File: config.mk
export PLATFORM = sky130hd
export DESIGN_NAME = mem_cmd_ctrl
export DESIGN_NICKNAME = d
export VERILOG_FILES = /design/src/rtl/mem_cmd_ctrl.sv
export SDC_FILE = /design/constraint.sdc
export NUM_CORES = 1
export LEC_CHECK = 0
export ABC_AREA = 1
export ABC_CLOCK_PERIOD_IN_PS = 5600
export CORE_MARGIN = 2
export CORE_UTILIZATION = 50
export DETAILED_ROUTE_END_ITERATION = 8
export PLACE_DENSITY = 0.77
export SLEW_MARGIN = 20
export SYNTH_ARGS = -nofsm -noshare
export SYNTH_HDL_FRONTEND = slang
export SYNTH_SLANG_ARGS = --single-unit
File: constraint.sdc
create_clock -name clk -period 5.6 [get_ports clk]
set_input_delay 1.68 -clock clk [delete_from_list [all_inputs] [get_ports clk]]
set_output_delay 1.68 -clock clk [all_outputs]
set_load 0.01 [all_outputs]
File: src/rtl/mem_cmd_ctrl.sv
// mem_cmd_ctrl
// Command front-end for a single-port 16x32 memory. Read/write commands arrive
// over a valid/ready handshake and are buffered in an in-order FIFO. The FIFO
// head is turned into memory strobes at most once per cycle, and read data is
// returned on a back-pressured response port.
//
// Ports
//   clk, rst_n          clock (rising edge), asynchronous active-low reset
//   cmd_valid/ready     command handshake; cmd_write selects write (1) or read (0)
//   cmd_addr/cmd_wdata  command word address and write data
//   mem_wr_en/rd_en     memory strobes, never high together
//   mem_addr/mem_din    memory address / write data, zero when nothing issues
//   mem_dout            memory read data, valid the cycle after mem_rd_en
//   rsp_valid/ready     read response handshake, rsp_data holds while stalled
//   wr_count/rd_count   issued write/read counters, wrapping
//   idle                FIFO empty, no read in flight, no response pending
module mem_cmd_ctrl #(
    parameter int unsigned DATA_WIDTH = 32,
    parameter int unsigned ADDR_WIDTH = 4,
    parameter int unsigned FIFO_DEPTH = 4,
    parameter int unsigned CNT_WIDTH  = 16
) (
    input  logic                  clk,
    input  logic                  rst_n,
    input  logic                  cmd_valid,
    output logic                  cmd_ready,
    input  logic                  cmd_write,
    input  logic [ADDR_WIDTH-1:0] cmd_addr,
    input  logic [DATA_WIDTH-1:0] cmd_wdata,
    output logic                  mem_wr_en,
    output logic                  mem_rd_en,
    output logic [ADDR_WIDTH-1:0] mem_addr,
    output logic [DATA_WIDTH-1:0] mem_din,
    input  logic [DATA_WIDTH-1:0] mem_dout,
    output logic                  rsp_valid,
    output logic [DATA_WIDTH-1:0] rsp_data,
    input  logic                  rsp_ready,
    output logic [CNT_WIDTH-1:0]  wr_count,
    output logic [CNT_WIDTH-1:0]  rd_count,
    output logic                  idle
);

    localparam int unsigned PTR_W = (FIFO_DEPTH > 1) ? $clog2(FIFO_DEPTH) : 1;
    localparam int unsigned OCC_W = PTR_W + 1;

    // FIFO storage (no reset needed)
    logic                  fifo_wr_q   [FIFO_DEPTH];
    logic [ADDR_WIDTH-1:0] fifo_addr_q [FIFO_DEPTH];
    logic [DATA_WIDTH-1:0] fifo_data_q [FIFO_DEPTH];

    logic [PTR_W-1:0]      wptr_q, wptr_d;
    logic [PTR_W-1:0]      rptr_q, rptr_d;
    logic [OCC_W-1:0]      cnt_q, cnt_d;
    logic                  inflight_q;
    logic                  rsp_valid_q;
    logic [DATA_WIDTH-1:0] rsp_data_q;
    logic [CNT_WIDTH-1:0]  wr_count_q;
    logic [CNT_WIDTH-1:0]  rd_count_q;

    logic full;
    logic empty;
    logic push;
    logic pop;
    logic issue_wr;
    logic issue_rd;
    logic                  head_wr;
    logic [ADDR_WIDTH-1:0] head_addr;
    logic [DATA_WIDTH-1:0] head_data;

    assign full      = (cnt_q == OCC_W'(FIFO_DEPTH));
    assign empty     = (cnt_q == '0);
    assign cmd_ready = !full && rst_n;
    assign push      = cmd_valid && cmd_ready;

    assign head_wr   = fifo_wr_q[rptr_q];
    assign head_addr = fifo_addr_q[rptr_q];
    assign head_data = fifo_data_q[rptr_q];

    // A head read waits until the previous read has returned and the response
    // slot will be free when its data arrives; while it waits, nothing behind
    // it may issue.
    always_comb begin
        issue_wr = 1'b0;
        issue_rd = 1'b0;
        if (!empty) begin
            if (head_wr) begin
                issue_wr = 1'b1;
            end else if (!inflight_q && (!rsp_valid_q || rsp_ready)) begin
                issue_rd = 1'b1;
            end
        end
    end

    assign pop       = issue_wr || issue_rd;
    assign mem_wr_en = issue_wr;
    assign mem_rd_en = issue_rd;
    assign mem_addr  = pop ? head_addr : '0;
    assign mem_din   = issue_wr ? head_data : '0;

    always_comb begin
        wptr_d = push ? wptr_q + PTR_W'(1) : wptr_q;
        rptr_d = pop  ? rptr_q + PTR_W'(1) : rptr_q;
        cnt_d  = cnt_q;
        if (push && !pop) begin
            cnt_d = cnt_q + OCC_W'(1);
        end else if (pop && !push) begin
            cnt_d = cnt_q - OCC_W'(1);
        end
    end

    always_ff @(posedge clk) begin
        if (push) begin
            fifo_wr_q[wptr_q]   <= cmd_write;
            fifo_addr_q[wptr_q] <= cmd_addr;
            fifo_data_q[wptr_q] <= cmd_wdata;
        end
    end

    always_ff @(posedge clk or negedge rst_n) begin
        if (!rst_n) begin
            wptr_q      <= '0;
            rptr_q      <= '0;
            cnt_q       <= '0;
            inflight_q  <= 1'b0;
            rsp_valid_q <= 1'b0;
            rsp_data_q  <= '0;
            wr_count_q  <= '0;
            rd_count_q  <= '0;
        end else begin
            wptr_q     <= wptr_d;
            rptr_q     <= rptr_d;
            cnt_q      <= cnt_d;
            inflight_q <= issue_rd;
            if (inflight_q) begin
                rsp_valid_q <= 1'b1;
                rsp_data_q  <= mem_dout;
            end else if (rsp_ready) begin
                rsp_valid_q <= 1'b0;
            end
            if (issue_wr) begin
                wr_count_q <= wr_count_q + CNT_WIDTH'(1);
            end
            if (issue_rd) begin
                rd_count_q <= rd_count_q + CNT_WIDTH'(1);
            end
        end
    end

    assign rsp_valid = rsp_valid_q;
    assign rsp_data  = rsp_data_q;
    assign wr_count  = wr_count_q;
    assign rd_count  = rd_count_q;
    assign idle      = empty && !inflight_q && !rsp_valid_q;

endmodule

---- Word-level counts from Yosys, hierarchy flattened ----
Memory sizes are Yosys's and may differ from the RTL's.
Cells that the tools add are included.
operators by class
  muxes and demuxes ....................... 13
  equal/unequal tests ..................... 1
  reduce and logical (&&, ||, !) cells .... 17
  add/sub/neg operators ................... 6
operators with widths
  cell                                               count
  adder 16 x 1 -> 16 bit (second input constant)     2
  2-to-1 mux 32 bit                                  1
  2-to-1 mux 1 bit                                   9
  logical AND 1 bit                                  7
  2-to-1 mux 3 bit                                   2
  zero test 1 bit                                    5
  adder 2 x 1 -> 2 bit (second input constant)       2
  2-to-1 mux 4 bit                                   1
  nonzero test 2 bit                                 2
  adder 3 x 1 -> 3 bit (second input constant)       1
  equality test 3 bit (second input constant)        1
  zero test 3 bit                                    1
  subtractor 3 x 1 -> 3 bit (second input constant)  1
  logical OR 1 bit                                   2
word-level totals
  input port bits ......................... 73
  output and inout port bits .............. 105
  logic and storage cells ................. 48
  memory bits (writable) .................. 148
  register bits after elaboration ......... 73
  memories ................................ 3
memory list
  name         words  bits a word  read ports  clocked after Yosys merged registers in  wr ports  line  source
  fifo_data_q  4      32           1           0                                        1         49    logic [DATA_WIDTH-1:0] fifo_data_q [FIFO_DEPTH];
  fifo_addr_q  4      4            1           0                                        1         48    logic [ADDR_WIDTH-1:0] fifo_addr_q [FIFO_DEPTH];
  fifo_wr_q    4      1            1           0                                        1         47    logic fifo_wr_q [FIFO_DEPTH];

---- Depth between registers and ports, before layout ----
Gate-level depths: netlist of run 1.
  depth in word-level cells ............... 10
  depth in mapped cells ................... 14
  gate-level depth less buffers ........... 14

---- Worst setup path after synthesis of run 1 ----
Ideal clock, no wire load.
  kind .................................... in2reg
  from .................................... input rst_n
  to ...................................... memory fifo_addr_q[0][0], enable pin
  cell stages on the path ................. 4
  required time ........................... 5169 ps
  setup slack ............................. 1393 ps
  arrival time ............................ 3776 ps
  cell sequence ........................... inv_1 a31oi_1 nand2_1 nor2_1
between the ends
  cells in the longest elaborated chain, start to end .. 4
ends and longest elaborated chain
  item                                    line  source
  from (decl)                             24    input logic rst_n,
  logical AND 1 bit                       72    assign cmd_ready = !full && rst_n;
  net cmd_ready                           26    output logic cmd_ready,
  logical AND 1 bit                       73    assign push = cmd_valid && cmd_ready;
  2-to-1 mux 1 bit                        112   if (push) begin
  2-to-1 mux 1 bit (implied by the code)  114   fifo_addr_q[wptr_q] <= cmd_addr;
  to (decl)                               48
The timed path passes the listed nets, and every way through them passes these cells.

---- Worst setup path after layout of run 1 ----
  from .................................... input rsp_ready
  to ...................................... output mem_addr[3]
between the ends
  cells in the longest elaborated chain, start to end .. 7
ends and longest elaborated chain
  item               line  source
  from (decl)        37    input logic rsp_ready,
  logical OR 1 bit   88    end else if (!inflight_q && (!rsp_valid_q || rsp_ready)) begin
  logical AND 1 bit  88
  2-to-1 mux 1 bit   88
  2-to-1 mux 1 bit   86    if (head_wr) begin
  2-to-1 mux 1 bit   85    if (!empty) begin
  logical OR 1 bit   94    assign pop = issue_wr || issue_rd;
  2-to-1 mux 4 bit   97    assign mem_addr = pop ? head_addr : '0;
  to (decl)          32    output logic [ADDR_WIDTH-1:0] mem_addr,
No other way between the ends.

==> results of run 1 <==
[power by group through the flow]
| stage | Sequential [mW] | Clock [mW] | Combinational (mW) |
|---|---|---|---|
| detailed placement | 2.28 | 0 | 2.54 |
| global placement | 2.27 | 0 | 2.49 |
| global route | 2.29 | 1.55 | 2.80 |
| CTS | 2.25 | 1.50 | 2.57 |
| floorplan | 2.33 | 0 | 1.29 |
| finish | 2.25 | 1.46 | 2.53 |
[worst max path at each step]
stage	endpoint	slack, ns
after floorplan	fifo_addr_q[0][0]$_DFFE_PP_	1.39
after global placement	mem_addr[3]	0.44
after detailed placement	mem_addr[3]	0.45
after CTS	mem_addr[3]	0.42
after global routing	mem_addr[3]	0.33
final	mem_addr[3]	0.42
[sequential cells by signal (all words and copies together) (netlist names)]
register,count
fifo_data_q,128
rsp_data,32
fifo_addr_q,16
rd_count,16
wr_count,16
fifo_wr_q,4
cnt_q,3
rptr_q,2
wptr_q,2
inflight_q,1
rsp_valid,1
[cell families (layout without fill, tap and decap cells)]
kind of cell | count (synthesis) | after routing | share of synthesized area, %
xor+xnor | 15 | 15 | 1.419
compound gates | 137 | 137 | 7.540
buf+inv | 82 | 275 | 3.716
simple gates | 437 | 437 | 18.44
flops | 221 | 221 | 67.72
fa+ha+maj | 8 | 8 | 1.162
[Yosys cell counts]
master and n:
a21oi_1 34, nand4_1 9, nor2_1 183, nand2_2 1, xor2_1 8, nor2_2 1
a31oi_1 1, inv_1 38, xnor2_1 7, dfrtp_1 73, buf_4 1, nor3_1 1
a21boi_0 1, clkbuf_1 17, clkinv_2 1, nand2_1 221, o21ai_1 5, buf_6 1
o22ai_1 4, nand3b_1 3, buf_1 2, inv_4 1, inv_2 4, nor3_2 1
fa_1 1, buf_2 17, o21ai_2 1, nand3_1 17, ha_1 7, edfxtp_1 148
o21ai_0 91
[per-layer routing]
layer | GRT usage, % | vias up | wire, um
met5 | 0 | - | 0
met4 | 4.891 | 0 | 418
met3 | 4.923 | 30 | 1704
met2 | 37.00 | 256 | 10220
met1 | 26.50 | 3230 | 8650
li1 | - | 3360 | -
[layout make-up]
cell class	instances	area, sq um	area share, %
Clock inverter	7	72.57	0.6049
Timing Repair Buffer	190	1864	15.54
Inverter	44	168.9	1.408
Sequential cell	221	6272	52.28
Tap cell	229	286.5	2.388
Multi-Input combinational cell	597	2675	22.30
Clock buffer	34	656.9	5.476
[worst max-delay path: cells and delay by family]
| kind | cells | cell delay (ns) |
|---|---|---|
| AOI/OAI and AO/OA | 1 | 0.09 |
| buffers and inverters | 3 | 1.18 |
| and+or+nand+nor | 4 | 0.55 |
==> reports/results.tsv, run 1 <==
stage	metric	value	unit
final_layout	NumNets Final	1158	
timing	FMAX	193.2	MHz
timing	Clock Skew	0.009626	ns
timing	fin crit period	5.176	ns
cts	CTS tree	built	
hold_path	WHS Endpoint	rsp_data[20]$_DFFE_PN0P_	
logic_synthesis	top cell type's share of synthesized area	47.99	%
timing	Slew @ Worst Pin	0.9055	ns
logic_synthesis	Synth Register Bits	221	
routing	vias per cell	5.201	
cts	Worst-path clk slew	0.06	ns
routing	router iterations before antenna repair	7	
grt	vias in the first global route	6547	
cts	H-tree Lvls	1	
logic_synthesis	Mapped Area	9260	sq um
logic_synthesis	top post-synthesis cells by area	edfxtp_1, dfrtp_1, nand2_1, nor2_1, o21ai_0	
logic_synthesis	Post-Synthesis Cells	900	
final_layout	fin area	12000	sq um
worst_setup_path	Worst R2R Start	rptr_q[1]$_DFFE_PN0P_	
timing	final setup fails	0	
grt	grt total ovfl	0	
worst_setup_path	element type at the critical path end	output port	
timing	post-route worst setup slack	0.4240	ns
timing	setup tns final	0	ns
worst_setup_path	reg2reg end	cnt_q[2]$_DFFE_PN0P_	
placement	dpl hpwl	13210	um
routing	DRC	23	
hold_path	Hold Crit Start	rsp_data[20]$_DFFE_PN0P_	
power	switching part of the total	35.71	%
placement	worst slack, placed	0.4465	ns
worst_setup_path	Worst Path Required	3.92	ns
floorplanning	Die Wd	140.1	um
logic_synthesis	syn avg cell area	10.29	sq um
run	Max Cap Viol	0	
cts	clk buf depth	3	
power	Worst VDD drop	0.0003052	V
logic_synthesis	Ys Warns	0	
power	Gate power share	40.5	%
hold_path	Worst Hold Depth	2	
grt	initial antenna violation count	0	
power	Flop pwr share	36.0	%
floorplanning	Initial Util	51.20	%
timing	final worst path period share	92.43	%
final_layout	Fillers	1392	
routing	DRT antenna net count	0	
power	Pwr Total	6.246	mW
status	failing checks	design-rule violations	
final_layout	share of cells above drive strength 1	5.581	%
final_layout	n_diodes	0	
power	pwr dens	520.6	nW/um^2
worst_setup_path	Critical Path Source	rsp_ready	
placement	Placed Instances	1281	
cts	Resized cells post-CTS	0	
placement	placed cell area	11270	sq um
floorplanning	DIE HEIGHT	140.1	um
worst_setup_path	slowest cell on the critical path	clkdlybuf4s50_1	
power	Internal	4.016	mW
logic_synthesis	Seq/Total Area, Yosys	67.72	%
power	Clock power frac	23.4	%
routing	via count	6876	
status	outcome	complete, but fails checks	
power	Switch Pwr	2.230	mW
grt	GRT Resource Usage Total	20.98	%
placement	routability cong.	0.8033	
final_layout	most common cell after layout, fill and taps aside	nand2_1	
timing	RSZ-0062 raised after global routing	no	
worst_setup_path	Reg2Reg Setup Slack	2.52	ns
hold_path	Worst Hold Class	reg -> reg	
floorplanning	core area	18090	sq um
cts	clk sinks	221	
cts	total CTS buffers	23	
worst_setup_path	Setup crit start kind	input port	
floorplanning	die area	19630	sq um
timing	max_slew headroom	39.64	%
floorplanning	Rows	49	
final_layout	Final Instance Count excl. Fillers	1322	
cts	Clock Latency Late Sink	0.52	ns
worst_setup_path	CP cell instances	clkdlybuf4s50_1 > o21ai_2 > nor2_1 > nand2_2 > nand2_1 > inv_2 > nor2_1 > clkdlybuf4s50_1	
timing	final hold violations	0	
timing	Slew Limit Fails	0	
cts	setup bufs post-CTS	0	
grt	pin count of the biggest net entering global routing	74	
floorplanning	Top Ports	178	
worst_setup_path	Max FO, Critical Path	5	
final_layout	most frequent cells in the layout	nand2_1, nor2_1, clkdlybuf4s50_1	
timing	Final Hold Slack	0.4681	ns
worst_setup_path	CP max stage delay	0.58	ns
routing	drt initial violations	495	
cts	clock root buffer	clkbuf_16	
logic_synthesis	syn_nets	981	
worst_setup_path	WS Path Type	in -> out	
cts	cts hold-fix bufs	0	
power	leakage	4.606	nW
routing	Total Wirelength	20990	um
final_layout	Layout Utilization	66.33	%
final_layout	area growth from synthesis to final layout	29.55	%
routing	wire per inst	15.88	um
worst_setup_path	FF-to-FF path depth	14	
grt	first-pass GRT wire length	33110	um
logic_synthesis	Synth cell types	31	
placement	PortBufs	177	
logic_synthesis	area leader, netlist	edfxtp_1	
worst_setup_path	Critical Path AT	3.50	ns
Note: power is estimated with default switching activity, not from simulation.
==> run 2: changes to the inputs <==
--- a/config.mk
+++ b/config.mk
@@ -7,10 +7,13 @@
 export LEC_CHECK = 0
 export ABC_AREA = 1
 export ABC_CLOCK_PERIOD_IN_PS = 5600
+export CORE_ASPECT_RATIO = 0.9
 export CORE_MARGIN = 2
 export CORE_UTILIZATION = 50
 export DETAILED_ROUTE_END_ITERATION = 8
 export PLACE_DENSITY = 0.77
+export RECOVER_POWER = 25
+export SKIP_CTS_REPAIR_TIMING = 1
 export SLEW_MARGIN = 20
 export SYNTH_ARGS = -nofsm -noshare
 export SYNTH_HDL_FRONTEND = slang
==> run 2 against run 1 <==
The run now ends clean. Utilization down 0.50 points. Critical path type unchanged. Worst setup slack improved by 0.019 ns. Clock power hardly changed. Clock-buffer cell count is 2 lower. Critical path depth down 1. Critical endpoint is now mem_rd_en. Highest routed layer is now met5. Maximum frequency is 0.36% higher. Die area is essentially flat.
==> reports/results.tsv, run 2 (synthesis results as in run 1) <==
stage	metric	value	unit	change
final_layout	largest register by flop count	fifo_data_q		unchanged
floorplanning	Die Wd	147.5	um	was 140.1 um
timing	Clock Skew	0.01613	ns	was 0.009626 ns
floorplanning	die area	19630	sq um	about the same
timing	final worst path period share	92.09	%	was 92.43%
routing	DRT antenna net count	0		unchanged
power	pwr dens	517.7	nW/um^2	was 520.6 nW/um^2
timing	setup tns final	0	ns	unchanged
routing	via count	6838		was 6876
cts	clock root buffer	clkbuf_16		unchanged
final_layout	NumNets Final	1159		was 1158
power	Flop pwr share	36.0	%	about the same
power	Worst VDD drop	0.0003000	V	was 0.0003052 V
final_layout	fin area	12040	sq um	was 12000 sq um
placement	Placed Instances	1297		was 1281
hold_path	Worst Hold Class	reg -> reg		unchanged
routing	router iterations before antenna repair	5		was 7
final_layout	share of cells above drive strength 1	5.393	%	was 5.581%
power	leakage	4.619	nW	was 4.606 nW
worst_setup_path	Worst Path Required	3.92	ns	about the same
routing	DRC	0		was 23
timing	max_slew headroom	37.87	%	was 39.64%
grt	first-pass GRT wire length	32120	um	was 33110 um
power	Pwr Total	6.233	mW	was 6.246 mW
grt	GRT Resource Usage Total	20.37	%	was 20.98%
cts	clk buf depth	3		unchanged
cts	Clock Latency Late Sink	0.52	ns	about the same
routing	drt initial violations	371		was 495
cts	clk sinks	221		unchanged
power	switching part of the total	35.74	%	was 35.71%
status	outcome	finished clean		was complete, but fails checks
timing	final hold violations	0		unchanged
worst_setup_path	Max FO, Critical Path	19		was 5
cts	H-tree Lvls	1		unchanged
timing	fin crit period	5.157	ns	was 5.176 ns
run	Max Cap Viol	0		unchanged
routing	Total Wirelength	20520	um	was 20990 um
worst_setup_path	CP max stage delay	0.59	ns	was 0.58 ns
grt	initial antenna violation count	4		was 0
placement	routability cong.	0.8057		was 0.8033
worst_setup_path	Critical Path AT	3.48	ns	was 3.50 ns
placement	PortBufs	177		unchanged
worst_setup_path	element type at the critical path end	output port		unchanged
grt	grt total ovfl	0		unchanged
floorplanning	DIE HEIGHT	133.1	um	was 140.1 um
power	Gate power share	40.4	%	was 40.5%
floorplanning	Initial Util	50.63	%	was 51.20%
routing	wire per inst	15.30	um	was 15.88 um
final_layout	most frequent cells in the layout	nand2_1, nor2_1, edfxtp_1		was nand2_1, nor2_1, clkdlybuf4s50_1
grt	vias in the first global route	6272		was 6547
timing	Slew @ Worst Pin	0.9320	ns	was 0.9055 ns
worst_setup_path	delay-heaviest family, CP	buffers and inverters		unchanged
power	Switch Pwr	2.228	mW	was 2.230 mW
floorplanning	Top Ports	178		unchanged
floorplanning	core area	18290	sq um	was 18090 sq um
final_layout	Final Instance Count excl. Fillers	1341		was 1322
power	Clock power frac	23.6	%	was 23.4%
worst_setup_path	slowest cell on the critical path	clkdlybuf4s50_1		unchanged
worst_setup_path	WS Path Type	in -> out		unchanged
floorplanning	Rows	47		was 49
routing	vias per cell	5.099		was 5.201
worst_setup_path	CP cell instances	dlygate4sd3_1 > o21ai_2 > nor2_1 > nand2_2 > buf_4 > inv_4 > clkdlybuf4s50_1		was clkdlybuf4s50_1 > o21ai_2 > nor2_1 > nand2_2 > nand2_1 > inv_2 > nor2_1 > clkdlybuf4s50_1
cts	CTS tree	built		unchanged
final_layout	most common cell after layout, fill and taps aside	nand2_1		unchanged
placement	placed cell area	11290	sq um	was 11270 sq um
grt	pin count of the biggest net entering global routing	75		was 74
placement	dpl hpwl	12710	um	was 13210 um
timing	FMAX	193.9	MHz	was 193.2 MHz
timing	final setup fails	0		unchanged
timing	RSZ-0062 raised after global routing	no		unchanged
final_layout	area growth from synthesis to final layout	30.01	%	was 29.55%
worst_setup_path	buffer and inverter count on the worst path	4		was 3
power	Internal	4.006	mW	was 4.016 mW
cts	total CTS buffers	24		was 23
worst_setup_path	Setup crit start kind	input port		unchanged
cts	Worst-path clk slew	0.06	ns	about the same
final_layout	max reg flops	128		unchanged
timing	Slew Limit Fails	0		unchanged
## run 2: cell types whose count changed in the layout (fill, tap and decap cells not counted), sizes merged
cell / previous run / this run
buf: 14 / 13
clkbuf: 34 / 33
clkdlybuf4s50: 176 / 119
clkinv: 6 / 9
clkinvlp: 0 / 1
diode: 0 / 2
dlygate4sd3: 0 / 57
inv: 44 / 43
## run 2: cell type report
| cell class | instances | area, sq um |
|---|---|---|
| flip-flops and latches | 221 | 6274 |
| fillers | 1383 | 6250 |
| multi-input cells | 597 | 2673 |
| repair buffers | 190 | 1861 |
| clock buffers | 32 | 650.6 |
| well taps | 245 | 306.5 |
| inverters | 44 | 168.9 |
| clock inverters | 10 | 101.3 |
| diodes | 2 | 5.005 |
## run 2: worst register-to-register path, cell delays in order (launching register included)
cell and delay, ns:
dfrtp_1 0.44, nor3_2 0.30, nor2_1 0.11, inv_2 0.54, nand2_1 0.21, inv_2 0.19, ha_1 0.17, inv_1 0.06
fa_1 0.37, a21oi_1 0.14, o21ai_0 0.12, xnor2_1 0.14
## run 2: final timing paths
check,slack [ns],start,endpoint,cells after the start
min in group asynchronous,1.40,rst_n,wr_count[7]$_DFFE_PN0P_,2
worst max-delay path,0.44,rsp_ready,mem_rd_en,7
worst min register to register,0.47,rsp_data[15]$_DFFE_PN0P_,rsp_data[15]$_DFFE_PN0P_,2
worst min-delay path,0.47,rsp_data[15]$_DFFE_PN0P_,rsp_data[15]$_DFFE_PN0P_,2
max in group asynchronous,3.58,rst_n,rptr_q[1]$_DFFE_PN0P_,2
worst max register to register,2.68,cnt_q[0]$_DFFE_PN0P_,cnt_q[2]$_DFFE_PN0P_,11
## run 2: power groups by stage
stage               registers [mW]  logic, mW  clock network (mW)
floorplan                     2.33       1.29                   0
global placement              2.26       2.50                   0
detailed placement            2.27       2.54                   0
CTS                           2.24       2.57                1.51
global route                  2.27       2.78                1.58
finish                        2.24       2.52                1.47
## run 2: per-layer routing
metal	global-route usage [%]	share of wire, %	vias up
met5	0	0.12	-
met2	34.87	48	218
met3	4.760	7.2	25
li1	-	-	3360
met1	27.10	44	3231
met4	3.900	1.1	4
## run 2: stage by stage
step                      hold slack [ns]  utilization, %  setup slack (ns)
after floorplan                    0.4866               -             1.393
after global placement             0.4520           61.72            0.5001
after detailed placement           0.4574           61.72            0.5125
after CTS                          0.4724           65.83            0.5051
after global routing               0.4900           65.81            0.3334
final                              0.4683           65.83            0.4428
==> run 3: changes to the inputs <==
--- a/config.mk
+++ b/config.mk
@@ -13,7 +13,6 @@
 export DETAILED_ROUTE_END_ITERATION = 8
 export PLACE_DENSITY = 0.77
 export RECOVER_POWER = 25
-export SKIP_CTS_REPAIR_TIMING = 1
 export SLEW_MARGIN = 20
 export SYNTH_ARGS = -nofsm -noshare
 export SYNTH_HDL_FRONTEND = slang
==> results of run 3 <==
No change in the layout: final DEF, timing and power equal those of run 2.
==> RTL change 1, RTL diff (flow settings as in run 2) <==
Reset style: synchronous (`rst_n`), changed in one clocked block. Comments in the files are not updated.
--- a/src/rtl/mem_cmd_ctrl.sv
+++ b/src/rtl/mem_cmd_ctrl.sv
@@ -118,3 +118,3 @@
 
-    always_ff @(posedge clk or negedge rst_n) begin
+    always_ff @(posedge clk) begin
         if (!rst_n) begin
Formal check against the unedited RTL: differs if rst_n is asserted again (counterexample within 4 cycles, from zero or initial values and one cycle with rst_n low); with rst_n held inactive, the same outputs for 4 cycles.
==> RTL change 1 against run 2 <==
- routed wire length grew 3.2%
- synthesized cell count grew 1.4%
- final area shrank 2.0%
- total power shrank 17%
- worst setup slack lost 0.25 ns
- register-to-register slack lost 0.45 ns
- synthesized area shrank 2.2%
- combinational power shrank 33%
- sequential cell count grew 2
- critical path type unchanged
- sequential share of layout area shrank 1.7 points
==> RTL change 1: results (changes against run 2) <==
[outcome]
status=finished, final reports clean

[setup_path]
rr_worst_depth=13  ; +2
crit_arrival_ns=3.73  ; +0.25 ns
reg2reg_to=cnt_q[2]
cp_slowest_stage_delay_ns=0.57  ; -0.02 ns
r2r_setup_slack_ns=2.23  ; -0.45 ns
slowest_stage=clkdlybuf4s50_1
path_max_fanout=17  ; -2

[place]
hpwlAfterDp_um=12840  ; +1.1%
placed_cell_area_sq_um=11050  ; -2.1%
pre_cts_slack_ns=0.1855  ; -0.3270 ns
routabilityCongestion=0.8519  ; +5.7%

[sta]
holdWs_ns=0.4897  ; +0.02138 ns
slew_headroom_pct=52.50  ; +15 points
fin_skew_ns=0.01356  ; -0.002565 ns

[grt]
track_usage_pct=21.36  ; +0.99 points
antenna_found_initial=3  ; -1
grt_pass1_vias=6582  ; +4.9%
grt_pass1_wl_um=33780  ; +5.2%
grt_start_max_net_pins=73  ; -2.7%

[synth]
ys_seq_area_share_pct=65.63  ; -2.1 points
synthCells=913  ; +1.4%
yosysMostFrequentCell=nor2_1
ys_types=29  ; -6.5%
synth_area_leaders=edfxtp_1 49%, dfxtp_1 17%, nor2_1 11%, o21ai_0 6.3%, nand2_1 3.6%
synthArstFlopShare_pct=0  ; -33 points
ys.flop_type=edfxtp_1
synthTopCellsByCount=265 x nor2_1, 148 x edfxtp_1, 114 x o21ai_0
syn_nets=994  ; +1.3%

[routing]
vias_per_cell=5.206  ; +2.1%
avgRoutedWirePerCell_um=15.77  ; +3.1%
drt-initial-drc-count=552  ; +49%

[layout]
layout.cells.non_filler=1342  ; +0.075%
drive_above_1_share_pct=6.187  ; +0.79 points
nNetsFinal=1164  ; +0.43%

[hold_path]
whs_endpoint=rd_count[3]
hold_path.class=register to register
holdCritStartpoint=rd_count[3]

[pwr]
ir_drop_mv=0.2762  ; -7.9%
leakage_nw=4.166  ; -9.8%

[clock_tree]
cts.clk_slew.worst_paths_ns=0.06  ; about the same
clk_latency_ns=0.50  ; -0.02 ns
numCtsBuffers=22  ; -8.3%

[RTL change 1: power by group]
part           leakage (nW)  internal (mW)  total [mW]  switching (mW)
sequential             1.95           1.91        2.01           0.102
clock                 0.360          0.904        1.49           0.589
combinational          1.85          0.702        1.68           0.977
total                  4.17           3.52        5.19            1.67
[RTL change 1: area by class of cell]
cell class | instances | area (sq um)
sequential | 223 | 5947
fill | 1346 | 5874
multi-input combinational | 600 | 2758
timing repair buffer | 190 | 1869
clock buffer | 35 | 663.1
tap | 240 | 300.3
inverter | 46 | 172.7
clock inverter | 5 | 77.57
antenna | 3 | 7.507
[RTL change 1: kinds of logic after synthesis]
| logic type | count (synthesis) | share of synthesized area, % |
|---|---|---|
| flops | 223 | 65.63 |
| buf+inv | 90 | 4.267 |
| fa+ha+maj | 8 | 1.188 |
| simple gates | 408 | 18.45 |
| xor+xnor | 6 | 0.5801 |
| compound gates | 178 | 9.888 |
[RTL change 1: how the worst max path moves through the flow]
stage                   start                 to  slack (ns)  depth (start not counted)
finish              rsp_ready        mem_addr[2]        0.19                         10
global route        rsp_ready        mem_addr[2]        0.04                         10
CTS                 rsp_ready        mem_addr[2]        0.18                         10
detailed placement  rsp_ready        mem_addr[2]        0.19                         10
global placement    rsp_ready        mem_addr[1]        0.27                         10
floorplan               rst_n  fifo_addr_q[0][0]        1.16                          5
[RTL change 1: per-layer routing]
metal | up-vias | global-route usage [%] | routed length, um
met1 | 3306 | 28.85 | 8997
met5 | - | 0 | 0
met4 | 0 | 4.412 | 403
met2 | 226 | 35.88 | 10350
li1 | 3423 | - | -
met3 | 31 | 4.618 | 1416
==> RTL change 2, RTL diff (settings of run 2) <==
Made on the original files. Set the parameter `FIFO_DEPTH` to 2 (it was 4).
--- a/src/rtl/mem_cmd_ctrl.sv
+++ b/src/rtl/mem_cmd_ctrl.sv
@@ -19,3 +19,3 @@
     parameter int unsigned ADDR_WIDTH = 4,
-    parameter int unsigned FIFO_DEPTH = 4,
+    parameter int unsigned FIFO_DEPTH = 2,
     parameter int unsigned CNT_WIDTH  = 16
Behaviour: not the same (a bounded check fails within 4 cycles, from zero or initial values and one cycle with rst_n low).
==> RTL change 2 against run 2 <==
- utilization increased by 8.5 points
- sequential cell count decreased by 77
- first-iteration DRC count decreased by 12%
- fmax increased by 2.0%
- synthesized area decreased by 35%
- via count decreased by 30%
- synthesized cell count decreased by 34%
- routed wire length decreased by 30%
- worst setup slack improved by 0.10 ns
- clock power decreased by 18%
- count of clock-buffer cells in the layout decreased by 13
- sequential share of layout area decreased by 5.9 points
- total power decreased by 31%
- final area decreased by 29%
- largest cell class unchanged
==> RTL change 2: results (changes against run 2) <==
[floorplan]
tapcell.inserted=156  ; -36%

[layout]
multi_input_gates=397  ; -34%
nNonClkBuffers=183  ; -3.7%
seqCellArea_sq_um=3974  ; -37%
clock_buffers=19  ; -41%
fill_cells=807  ; -42%
layout.nonclk_buf_share_pct=21.52  ; +6.1 points
clock_cell_area_share_pct=7.386  ; +1.1 points

[routing]
vias_per_cell=5.059  ; -0.79%
avgRoutedWirePerCell_um=15.09  ; -1.4%
routed_wl_um=14320  ; -30%

[grt]
antenna_found_initial=3  ; -1
grt_pass1_wl_um=22770  ; -29%
track_usage_pct=23.01  ; +2.6 points

[synth]
ys_types=28  ; -9.7%
synthTopCellsByCount=262 x nand2_1, 74 x edfxtp_1, 70 x dfrtp_1
synthArstFlopShare_pct=48.61  ; +16 points
synth_seq_cells=144  ; -35%

[setup_path]
r2r_start=rptr_q
crit_arrival_ns=3.37  ; -0.11 ns
reg2reg_to=cnt_q[1]
endpoint=mem_addr[2]
r2r_setup_slack_ns=2.74  ; +0.06 ns
path_max_fanout=5  ; -14

[clock_tree]
clock_path_buffers=2  ; -1
numCtsBuffers=17  ; -29%

[pwr]
p_clk_mw=1.21  ; -18%
leakage_nw=3.633  ; -21%
pg_seq_mw=1.52  ; -32%
clkPwrFrac_pct=28.0  ; +4.4 points

[hold_path]
holdCritStartpoint=rsp_data[1]

[sta]
holdWs_ns=0.4686  ; +0.0002850 ns
worstMarginPinSlew_ns=0.8763  ; -0.05572 ns

[place]
pre_cts_slack_ns=0.5598  ; +0.04732 ns
routabilityCongestion=0.8936  ; +11%

[outcome]
status=finished, final reports clean

==> RTL change 2: changes by cell type after synthesis, sizes merged, moves of 6 or more <==
cell    before  now
edfxtp     148   74
o21ai       97    7
inv         43   35
buf         21    9
clkbuf      17   11
nor2       184   35
nand2      222  267
==> RTL change 2: cell families (layout without fill, tap and decap cells) <==
family | after synthesis | count (layout) | share of synthesized area (%)
simple gates | 331 | 331 | 22.55
flops | 144 | 144 | 66.13
buf+inv | 55 | 250 | 4.039
compound gates | 45 | 45 | 4.039
xor+xnor | 18 | 18 | 2.623
fa+ha+maj | 3 | 3 | 0.6247
other cells | 0 | 2 | 0
==> RTL change 2: per-layer routing <==
layer / wire length (um) / up-vias / track usage (%) / share of wire [%]
met4: 281 / 2 / 9.496 / 2.0
met5: 11 / - / 0 / 0.077
met2: 6679 / 203 / 35.55 / 47
met1: 6036 / 2279 / 29.31 / 42
met3: 1316 / 23 / 9.072 / 9.2
li1: - / 2294 / - / -
